## config.mk

```make
export PLATFORM = sky130hd
export DESIGN_NAME = pipelined_control_flat
export DESIGN_NICKNAME = d
export VERILOG_FILES = /design/src/rtl/pipelined_control_if.sv /design/src/rtl/pipelined_control.sv /design/src/flat_wrapper.sv
export SDC_FILE = /design/constraint.sdc
export NUM_CORES = 1
export LEC_CHECK = 0
export BUFFER_PORTS_ARGS = -buffer_cell sky130_fd_sc_hd__buf_2
export CAP_MARGIN = 20
export CORE_ASPECT_RATIO = 1.2
export CORE_MARGIN = 2
export CORE_UTILIZATION = 54
export CTS_CLUSTER_DIAMETER = 80
export DETAILED_ROUTE_END_ITERATION = 12
export HOLD_SLACK_MARGIN = 0.08
export PLACE_DENSITY = 0.84
export SETUP_SLACK_MARGIN = 0.4
export SLEW_MARGIN = 20
export SYNTH_ARGS = -nofsm -noshare
export SYNTH_HDL_FRONTEND = slang
export SYNTH_SLANG_ARGS = --single-unit
```

## constraint.sdc

```tcl
create_clock -name clk -period 4.4 [get_ports clk]
set_input_delay 0.44 -clock clk [delete_from_list [all_inputs] [get_ports clk]]
set_output_delay 0.44 -clock clk [all_outputs]
set_load 0.02 [all_outputs]
```

## src/rtl/pipelined_control_if.sv

```systemverilog
// Control-bus bundle between the IF/ID boundary and pipelined_control.
// With PIPELINED_CONTROL_ILLEGAL_EN defined, the bundle also carries ex_illegal_o.
interface pipelined_control_if #(
  parameter int unsigned ALUOP_W = 5,
  parameter int unsigned REG_AW  = 5
);
  logic               id_valid_i;
  logic [6:0]         opcode_i;
  logic [2:0]         func3_i;
  logic [REG_AW-1:0]  rs1_i;
  logic [REG_AW-1:0]  rs2_i;
  logic [REG_AW-1:0]  rd_i;
  logic               stall_i;
  logic               flush_i;

  logic               hazard_stall_o;
  logic               ex_valid_o;
  logic               ex_alusrc_o;
  logic               ex_jump_o;
  logic               ex_jalr_o;
  logic               ex_branch_o;
  logic               ex_auipc_o;
  logic [ALUOP_W-1:0] ex_aluop_o;
  logic [REG_AW-1:0]  ex_rd_o;
  logic [REG_AW-1:0]  mem_rd_o;
  logic [REG_AW-1:0]  wb_rd_o;
  logic               ex_regwrite_o;
  logic               mem_regwrite_o;
  logic               mem_valid_o;
  logic               mem_memread_o;
  logic               mem_memwrite_o;
  logic [1:0]         mem_ltype_o;
  logic [1:0]         mem_stype_o;
  logic               wb_valid_o;
  logic               wb_regwrite_o;
  logic               wb_memtoreg_o;
`ifdef PIPELINED_CONTROL_ILLEGAL_EN
  logic               ex_illegal_o;
`endif

  modport master (
    output id_valid_i, opcode_i, func3_i, rs1_i, rs2_i, rd_i, stall_i, flush_i,
`ifdef PIPELINED_CONTROL_ILLEGAL_EN
    input  ex_illegal_o,
`endif
    input  hazard_stall_o, ex_valid_o, ex_alusrc_o, ex_jump_o, ex_jalr_o,
           ex_branch_o, ex_auipc_o, ex_aluop_o, ex_rd_o, mem_rd_o, wb_rd_o,
           ex_regwrite_o, mem_regwrite_o, mem_valid_o, mem_memread_o,
           mem_memwrite_o, mem_ltype_o, mem_stype_o, wb_valid_o,
           wb_regwrite_o, wb_memtoreg_o
  );

  modport slave (
    input  id_valid_i, opcode_i, func3_i, rs1_i, rs2_i, rd_i, stall_i, flush_i,
`ifdef PIPELINED_CONTROL_ILLEGAL_EN
    output ex_illegal_o,
`endif
    output hazard_stall_o, ex_valid_o, ex_alusrc_o, ex_jump_o, ex_jalr_o,
           ex_branch_o, ex_auipc_o, ex_aluop_o, ex_rd_o, mem_rd_o, wb_rd_o,
           ex_regwrite_o, mem_regwrite_o, mem_valid_o, mem_memread_o,
           mem_memwrite_o, mem_ltype_o, mem_stype_o, wb_valid_o,
           wb_regwrite_o, wb_memtoreg_o
  );
endinterface

```

## src/rtl/pipelined_control.sv

```systemverilog
// RV32I control decode in ID plus ID/EX, EX/MEM, MEM/WB control registers with stall/flush/load-use.
// Optional: PIPELINED_CONTROL_ILLEGAL_EN adds ex_illegal_o for illegal ID encodings.
module pipelined_control #(
  parameter int unsigned ALUOP_W = 5,
  parameter int unsigned REG_AW  = 5
) (
  input logic                clk,
  input logic                rst_n,
  pipelined_control_if.slave bus
);
  localparam logic [6:0] OP_R      = 7'b0110011;
  localparam logic [6:0] OP_IALU   = 7'b0010011;
  localparam logic [6:0] OP_LOAD   = 7'b0000011;
  localparam logic [6:0] OP_STORE  = 7'b0100011;
  localparam logic [6:0] OP_JAL    = 7'b1101111;
  localparam logic [6:0] OP_JALR   = 7'b1100111;
  localparam logic [6:0] OP_BRANCH = 7'b1100011;
  localparam logic [6:0] OP_LUI    = 7'b0110111;
  localparam logic [6:0] OP_AUIPC  = 7'b0010111;

  localparam logic [ALUOP_W-1:0] ALU_R   = ALUOP_W'(5'b00001);
  localparam logic [ALUOP_W-1:0] ALU_ADD = ALUOP_W'(5'b00010);
  localparam logic [ALUOP_W-1:0] ALU_LUI = ALUOP_W'(5'b01010);
  localparam logic [ALUOP_W-1:0] ALU_BR  = ALUOP_W'(5'b01011);

  typedef struct packed {
    logic               valid;
    logic               regwrite;
    logic               alusrc;
    logic               memread;
    logic               memwrite;
    logic               memtoreg;
    logic               jump;
    logic               jalr;
    logic               branch;
    logic               auipc;
    logic [ALUOP_W-1:0] aluop;
    logic [1:0]         ltype;
    logic [1:0]         stype;
    logic [REG_AW-1:0]  rd;
`ifdef PIPELINED_CONTROL_ILLEGAL_EN
    logic               illegal;
`endif
  } idex_t;

  typedef struct packed {
    logic              valid;
    logic              regwrite;
    logic              memtoreg;
    logic              memread;
    logic              memwrite;
    logic [1:0]        ltype;
    logic [1:0]        stype;
    logic [REG_AW-1:0] rd;
  } exmem_t;

  typedef struct packed {
    logic              valid;
    logic              regwrite;
    logic              memtoreg;
    logic [REG_AW-1:0] rd;
  } memwb_t;

  idex_t  dec;
  idex_t  ex_q;
  exmem_t mem_q;
  memwb_t wb_q;
  logic   use_rs1;
  logic   use_rs2;
  logic   hazard;

  function automatic logic [1:0] access_size(input logic [2:0] f3);
    case (f3)
      3'b001:  return 2'b01;
      3'b010:  return 2'b10;
      default: return 2'b00;
    endcase
  endfunction

  always_comb begin
    dec     = '0;
    use_rs1 = 1'b0;
    use_rs2 = 1'b0;
    if (bus.id_valid_i) begin
      dec.valid = 1'b1;
      dec.rd    = bus.rd_i;
      use_rs1   = 1'b1;
      case (bus.opcode_i)
        OP_R: begin
          dec.regwrite = 1'b1; dec.aluop = ALU_R; use_rs2 = 1'b1;
        end
        OP_IALU: begin
          dec.regwrite = 1'b1; dec.alusrc = 1'b1; dec.aluop = ALU_ADD;
        end
        OP_LOAD: begin
          dec.regwrite = 1'b1; dec.alusrc = 1'b1; dec.memread = 1'b1;
          dec.memtoreg = 1'b1; dec.aluop = ALU_ADD;
          dec.ltype    = access_size(bus.func3_i);
`ifdef PIPELINED_CONTROL_ILLEGAL_EN
          dec.illegal  = (bus.func3_i > 3'b010);
`endif
        end
        OP_STORE: begin
          dec.alusrc = 1'b1; dec.memwrite = 1'b1; dec.aluop = ALU_ADD;
          dec.stype  = access_size(bus.func3_i); use_rs2 = 1'b1;
`ifdef PIPELINED_CONTROL_ILLEGAL_EN
          dec.illegal = (bus.func3_i > 3'b010);
`endif
        end
        OP_JAL: begin
          dec.regwrite = 1'b1; dec.alusrc = 1'b1; dec.jump = 1'b1;
          dec.aluop = ALU_ADD; use_rs1 = 1'b0;
        end
        OP_JALR: begin
          dec.regwrite = 1'b1; dec.alusrc = 1'b1; dec.jalr = 1'b1; dec.aluop = ALU_ADD;
        end
        OP_BRANCH: begin
          dec.branch = 1'b1; dec.aluop = ALU_BR; use_rs2 = 1'b1;
        end
        OP_LUI: begin
          dec.regwrite = 1'b1; dec.alusrc = 1'b1; dec.aluop = ALU_LUI; use_rs1 = 1'b0;
        end
        OP_AUIPC: begin
          dec.regwrite = 1'b1; dec.alusrc = 1'b1; dec.auipc = 1'b1;
          dec.aluop = ALU_ADD; use_rs1 = 1'b0;
        end
        default: begin
          // Unknown opcode enters as a bubble; only the illegal flag survives.
          dec     = '0;
          use_rs1 = 1'b0;
`ifdef PIPELINED_CONTROL_ILLEGAL_EN
          dec.illegal = 1'b1;
`endif
        end
      endcase
    end
  end

  always_comb begin
    hazard = ex_q.valid && ex_q.memread && (ex_q.rd != '0) &&
             ((use_rs1 && (ex_q.rd == bus.rs1_i)) || (use_rs2 && (ex_q.rd == bus.rs2_i))) &&
             dec.valid && !bus.stall_i && !bus.flush_i;
  end

  always_ff @(posedge clk or negedge rst_n) begin
    if (!rst_n) begin
      ex_q  <= '0;
      mem_q <= '0;
      wb_q  <= '0;
    end else if (!bus.stall_i) begin
      ex_q  <= (bus.flush_i || hazard) ? '0 : dec;
      mem_q <= '{valid: ex_q.valid, regwrite: ex_q.regwrite, memtoreg: ex_q.memtoreg,
                 memread: ex_q.memread, memwrite: ex_q.memwrite, ltype: ex_q.ltype,
                 stype: ex_q.stype, rd: ex_q.rd};
      wb_q  <= '{valid: mem_q.valid, regwrite: mem_q.regwrite,
                 memtoreg: mem_q.memtoreg, rd: mem_q.rd};
    end
  end

  assign bus.hazard_stall_o = hazard;
  assign bus.ex_valid_o     = ex_q.valid;
  assign bus.ex_alusrc_o    = ex_q.alusrc;
  assign bus.ex_jump_o      = ex_q.jump;
  assign bus.ex_jalr_o      = ex_q.jalr;
  assign bus.ex_branch_o    = ex_q.branch;
  assign bus.ex_auipc_o     = ex_q.auipc;
  assign bus.ex_aluop_o     = ex_q.aluop;
  assign bus.ex_rd_o        = ex_q.rd;
  assign bus.ex_regwrite_o  = ex_q.regwrite;
  assign bus.mem_valid_o    = mem_q.valid;
  assign bus.mem_regwrite_o = mem_q.regwrite;
  assign bus.mem_memread_o  = mem_q.memread;
  assign bus.mem_memwrite_o = mem_q.memwrite;
  assign bus.mem_ltype_o    = mem_q.ltype;
  assign bus.mem_stype_o    = mem_q.stype;
  assign bus.mem_rd_o       = mem_q.rd;
  assign bus.wb_valid_o     = wb_q.valid;
  assign bus.wb_regwrite_o  = wb_q.regwrite;
  assign bus.wb_memtoreg_o  = wb_q.memtoreg;
  assign bus.wb_rd_o        = wb_q.rd;
`ifdef PIPELINED_CONTROL_ILLEGAL_EN
  assign bus.ex_illegal_o   = ex_q.illegal;
`endif
endmodule
```

## src/flat_wrapper.sv

```systemverilog
// flat-port wrapper written by rule: the top's interface ports become plain ports
module pipelined_control_flat 
#(
  parameter int unsigned ALUOP_W = 5,
  parameter int unsigned REG_AW  = 5
)
  (clk, rst_n, bus_id_valid_i, bus_opcode_i, bus_func3_i, bus_rs1_i, bus_rs2_i, bus_rd_i, bus_stall_i, bus_flush_i, bus_hazard_stall_o, bus_ex_valid_o, bus_ex_alusrc_o, bus_ex_jump_o, bus_ex_jalr_o, bus_ex_branch_o, bus_ex_auipc_o, bus_ex_aluop_o, bus_ex_rd_o, bus_mem_rd_o, bus_wb_rd_o, bus_ex_regwrite_o, bus_mem_regwrite_o, bus_mem_valid_o, bus_mem_memread_o, bus_mem_memwrite_o, bus_mem_ltype_o, bus_mem_stype_o, bus_wb_valid_o, bus_wb_regwrite_o, bus_wb_memtoreg_o);
  pipelined_control_if #(.ALUOP_W(ALUOP_W), .REG_AW(REG_AW)) bus_i ();
  input logic clk;
  input logic rst_n;
  input wire logic [$bits(bus_i.id_valid_i)-1:0] bus_id_valid_i;
  input wire logic [$bits(bus_i.opcode_i)-1:0] bus_opcode_i;
  input wire logic [$bits(bus_i.func3_i)-1:0] bus_func3_i;
  input wire logic [$bits(bus_i.rs1_i)-1:0] bus_rs1_i;
  input wire logic [$bits(bus_i.rs2_i)-1:0] bus_rs2_i;
  input wire logic [$bits(bus_i.rd_i)-1:0] bus_rd_i;
  input wire logic [$bits(bus_i.stall_i)-1:0] bus_stall_i;
  input wire logic [$bits(bus_i.flush_i)-1:0] bus_flush_i;
  output wire logic [$bits(bus_i.hazard_stall_o)-1:0] bus_hazard_stall_o;
  output wire logic [$bits(bus_i.ex_valid_o)-1:0] bus_ex_valid_o;
  output wire logic [$bits(bus_i.ex_alusrc_o)-1:0] bus_ex_alusrc_o;
  output wire logic [$bits(bus_i.ex_jump_o)-1:0] bus_ex_jump_o;
  output wire logic [$bits(bus_i.ex_jalr_o)-1:0] bus_ex_jalr_o;
  output wire logic [$bits(bus_i.ex_branch_o)-1:0] bus_ex_branch_o;
  output wire logic [$bits(bus_i.ex_auipc_o)-1:0] bus_ex_auipc_o;
  output wire logic [$bits(bus_i.ex_aluop_o)-1:0] bus_ex_aluop_o;
  output wire logic [$bits(bus_i.ex_rd_o)-1:0] bus_ex_rd_o;
  output wire logic [$bits(bus_i.mem_rd_o)-1:0] bus_mem_rd_o;
  output wire logic [$bits(bus_i.wb_rd_o)-1:0] bus_wb_rd_o;
  output wire logic [$bits(bus_i.ex_regwrite_o)-1:0] bus_ex_regwrite_o;
  output wire logic [$bits(bus_i.mem_regwrite_o)-1:0] bus_mem_regwrite_o;
  output wire logic [$bits(bus_i.mem_valid_o)-1:0] bus_mem_valid_o;
  output wire logic [$bits(bus_i.mem_memread_o)-1:0] bus_mem_memread_o;
  output wire logic [$bits(bus_i.mem_memwrite_o)-1:0] bus_mem_memwrite_o;
  output wire logic [$bits(bus_i.mem_ltype_o)-1:0] bus_mem_ltype_o;
  output wire logic [$bits(bus_i.mem_stype_o)-1:0] bus_mem_stype_o;
  output wire logic [$bits(bus_i.wb_valid_o)-1:0] bus_wb_valid_o;
  output wire logic [$bits(bus_i.wb_regwrite_o)-1:0] bus_wb_regwrite_o;
  output wire logic [$bits(bus_i.wb_memtoreg_o)-1:0] bus_wb_memtoreg_o;
  assign bus_i.id_valid_i = bus_id_valid_i;
  assign bus_i.opcode_i = bus_opcode_i;
  assign bus_i.func3_i = bus_func3_i;
  assign bus_i.rs1_i = bus_rs1_i;
  assign bus_i.rs2_i = bus_rs2_i;
  assign bus_i.rd_i = bus_rd_i;
  assign bus_i.stall_i = bus_stall_i;
  assign bus_i.flush_i = bus_flush_i;
  assign bus_hazard_stall_o = bus_i.hazard_stall_o;
  assign bus_ex_valid_o = bus_i.ex_valid_o;
  assign bus_ex_alusrc_o = bus_i.ex_alusrc_o;
  assign bus_ex_jump_o = bus_i.ex_jump_o;
  assign bus_ex_jalr_o = bus_i.ex_jalr_o;
  assign bus_ex_branch_o = bus_i.ex_branch_o;
  assign bus_ex_auipc_o = bus_i.ex_auipc_o;
  assign bus_ex_aluop_o = bus_i.ex_aluop_o;
  assign bus_ex_rd_o = bus_i.ex_rd_o;
  assign bus_mem_rd_o = bus_i.mem_rd_o;
  assign bus_wb_rd_o = bus_i.wb_rd_o;
  assign bus_ex_regwrite_o = bus_i.ex_regwrite_o;
  assign bus_mem_regwrite_o = bus_i.mem_regwrite_o;
  assign bus_mem_valid_o = bus_i.mem_valid_o;
  assign bus_mem_memread_o = bus_i.mem_memread_o;
  assign bus_mem_memwrite_o = bus_i.mem_memwrite_o;
  assign bus_mem_ltype_o = bus_i.mem_ltype_o;
  assign bus_mem_stype_o = bus_i.mem_stype_o;
  assign bus_wb_valid_o = bus_i.wb_valid_o;
  assign bus_wb_regwrite_o = bus_i.wb_regwrite_o;
  assign bus_wb_memtoreg_o = bus_i.wb_memtoreg_o;
  pipelined_control #(.ALUOP_W(ALUOP_W), .REG_AW(REG_AW)) u_core (.clk(clk), .rst_n(rst_n), .bus(bus_i));
endmodule
```

==> run_results.csv <==
group,metric,value,unit
outcome,status,"completed",
grt,grt_antenna_before_repair,0,
cts,cts_tree,"done",
drt,drt-initial-drc-count,56,
logic_synthesis,synth_area,0.00211,mm2
power_and_ir_drop,leakagePower,0.00130,uW
layout,most-common-layout-cells,"66 x buf_2, 42 x dfrtp_1, 24 x nand2_1",
worst_setup_path,worstSetupPathType,"reg2out",
drt,avgRoutedWirePerCell,14.7,um
layout,layout_commonest_cell,"buf_2",
grt,grt_start_max_net_pins,45,
place,portBuffers,66,
grt,grt_pass1_vias,1596,
power_and_ir_drop,pwr_density_cell,286,mW/mm2
layout,diodes,0,
logic_synthesis,ys_seq_elements,42,
worst_setup_path,path_max_fanout,12,
layout,syn_to_final_growth,17.7,%
sta,finalHoldViolCount,0,
logic_synthesis,syn_area_per_cell,10.9,um2
sta,timing.fmax,348,MHz
sta,maxSlewHeadroom,0.388,
min_path,worstHoldPathType,"in2async",
grt,use_met3,0.0481,
grt,grt_usage,0.222,
floorplan,pin_count,69,
floorplan,core_area,0.00369,mm2
grt,grt_pass1_wl,7410,um
logic_synthesis,yosysUniqueCellTypes,40,
cts,cts_made_buffers,5,
cts,clockRootBuffer,"clkbuf_8",
drt,drtAntennaViolNets,0,
drt,dr.pass1.iters,4,
job,maxCapViolCount,0,
grt,grt_overflow_total,0,
sta,fin_skew,0.00576,ns
power_and_ir_drop,ir_drop,0.237,mV
worst_setup_path,cp.arrival,2.43,ns
worst_setup_path,cp.required,3.96,ns
cts,cts_setup_buffers,0,
logic_synthesis,synth_top_flop_cell,"dfrtp_1",
worst_setup_path,crit_chain,"xor2_1, nor4_2, nand3_1, a2111oi_4, buf_4, and3b_2, buf_2",
grt,busiest_layer,"met2",
place,place_congestion,0.851,
drt,num_vias,1693,
logic_synthesis,yosysSeqAreaShare,0.498,
grt,use_met2,0.345,
sta,grt_setup_unrepaired,"no",
floorplan,die_y,72.5,um
drt,drc,0,
place,hpwl,3180,um
logic_synthesis,synthesis.instances,194,
floorplan,num_rows,24,
cts,cts_buffer_depth,2,
cts,cts_sinks,42,
sta,setup_viol,0,
worst_setup_path,crit_path_end_kind,"output pin",
floorplan,initial_core_util,0.572,
drt,routed_wl,4430,um
cts,ctsHoldBuffers,0,
logic_synthesis,ys_warn_count,0,
grt,grt.met1_usage,0.304,
sta,min_period,2.87,ns
worst_setup_path,r2r_setup_slack,2.33,ns
worst_setup_path,slowest_delay,0.45,ns
floorplan,die_area,0.00443,mm2
logic_synthesis,synth-edff-count,0,
worst_setup_path,start_kind,"flop",
drt,vias_per_cell,5.62,
sta,min_period_over_period,0.653,
sta,worst_slew_pin_slew,0.917,ns
layout,drive_gt1_frac,0.442,
sta,tns,0,ns
cts,clk_pin_slew,0.08,ns
cts,post_cts_resized,0,
sta,slew_violations,0,
cts,h-tree-depth,2,
place,pre_cts_ws,1.45,ns
worst_setup_path,slowest_stage,"dfrtp_1",
sta,setup_ws,1.53,ns
layout,final_nets,278,
logic_synthesis,async_flop_share,1.00,
floorplan,die_x,61.1,um
cts,clk_latency,0.29,ns
-- metrics by stage --
stage	power (uW)	util	area (um2)	hold slack, ns	instances
global route	740	0.673	2490	0.346	301
CTS	715	0.672	2480	0.308	301
detailed placement	466	0.647	2390	0.475	293
finish	711	0.673	2490	0.274	301
global placement	466	0.647	2390	0.464	293
floorplan	438	-	2120	0.144	195
-- routing by layer --
layer | part of all wire | vias up | wire length (um)
li1 | - | 781 | -
met1 | 0.42 | 831 | 1860
met2 | 0.49 | 71 | 2190
met3 | 0.068 | 10 | 299
met4 | 0.018 | 0 | 79
met5 | 0 | - | 0
-- state kept, by name (all words and copies together) (netlist names), 2 cells and up --
signal and count:
u_core.bus.mem_ltype_o 2, u_core.bus.mem_stype_o 2, u_core.bus.wb_rd_o 5, u_core.ex_q 6
u_core.bus.mem_rd_o 5, u_core.bus.ex_aluop_o 3, u_core.bus.ex_rd_o 5
-- worst max-delay path: cells and delay by family, from the launching register on --
family	cells	cell delay, ns
AO/OA/AOI/OAI	1	0.36
XOR/XNOR	1	0.19
buffers and inverters	2	0.43
flip-flops	1	0.45
AND/OR/NAND/NOR	3	0.69
-- Yosys cell counts, types with 2 or more instances --
library cell / n / share of area
dfrtp_1: 42 / 0.50
nand2_1: 24 / 0.043
mux2_2: 20 / 0.11
nand3_1: 15 / 0.036
buf_4: 10 / 0.036
o21ai_0: 10 / 0.024
o21ai_2: 9 / 0.037
xor2_1: 9 / 0.037
nor2_1: 6 / 0.011
clkbuf_1: 5 / 0.0089
buf_2: 4 / 0.0095
a21oi_1: 3 / 0.0071
nand4_1: 3 / 0.0089
nor2b_1: 3 / 0.0089
a2bb2oi_1: 2 / 0.0083
nand3b_1: 2 / 0.0071
nor3_1: 2 / 0.0047
nor4bb_1: 2 / 0.0095
xnor2_1: 2 / 0.0083
-- final timing paths --
check	from	to	depth (start not counted)
worst min register to register	u_core.bus.ex_aluop_o[3]$_DFFE_PN0N_	u_core.bus.ex_aluop_o[3]$_DFFE_PN0N_	2
worst max register to register	u_core.bus.ex_rd_o[3]$_DFFE_PN0N_	u_core.bus.ex_rd_o[4]$_DFFE_PN0N_	5
max in group asynchronous	rst_n	u_core.bus.wb_rd_o[1]$_DFFE_PN0N_	1
worst min-delay path	rst_n	u_core.bus.wb_valid_o$_DFFE_PN0N_	1
worst max-delay path	u_core.bus.ex_rd_o[3]$_DFFE_PN0N_	bus_hazard_stall_o	7
min in group clk	bus_rd_i[0]	u_core.bus.ex_rd_o[0]$_DFFE_PN0N_	3
-- kinds of logic (layout without fill, tap and decap cells) --
logic type / count (synthesis) / after routing / share of synthesized area
AND/OR/NAND/NOR: 65 / 65 / 0.162
flip-flops: 42 / 42 / 0.498
AO/OA/AOI/OAI: 33 / 33 / 0.124
buffers and inverters: 22 / 76 / 0.0628
multiplexers: 20 / 20 / 0.107
XOR/XNOR: 11 / 11 / 0.0456
other: 1 / 2 / 0.00178
-- layout make-up --
| class | count | area [um2] |
|---|---|---|
| timing repair buffer | 67 | 338 |
| clock buffer | 7 | 86.3 |
| fill | 311 | 1210 |
| tap | 52 | 65.1 |
| clock inverter | 1 | 5.00 |
| multi-input combinational | 131 | 937 |
| inverter | 1 | 3.75 |
| sequential | 42 | 1050 |
-- power by group --
part	internal, uW	switching, uW
clock	127	125
combinational	25.2	43.5
sequential	388	2.07
total	540	171
Power figures use the tool's default switching activity.
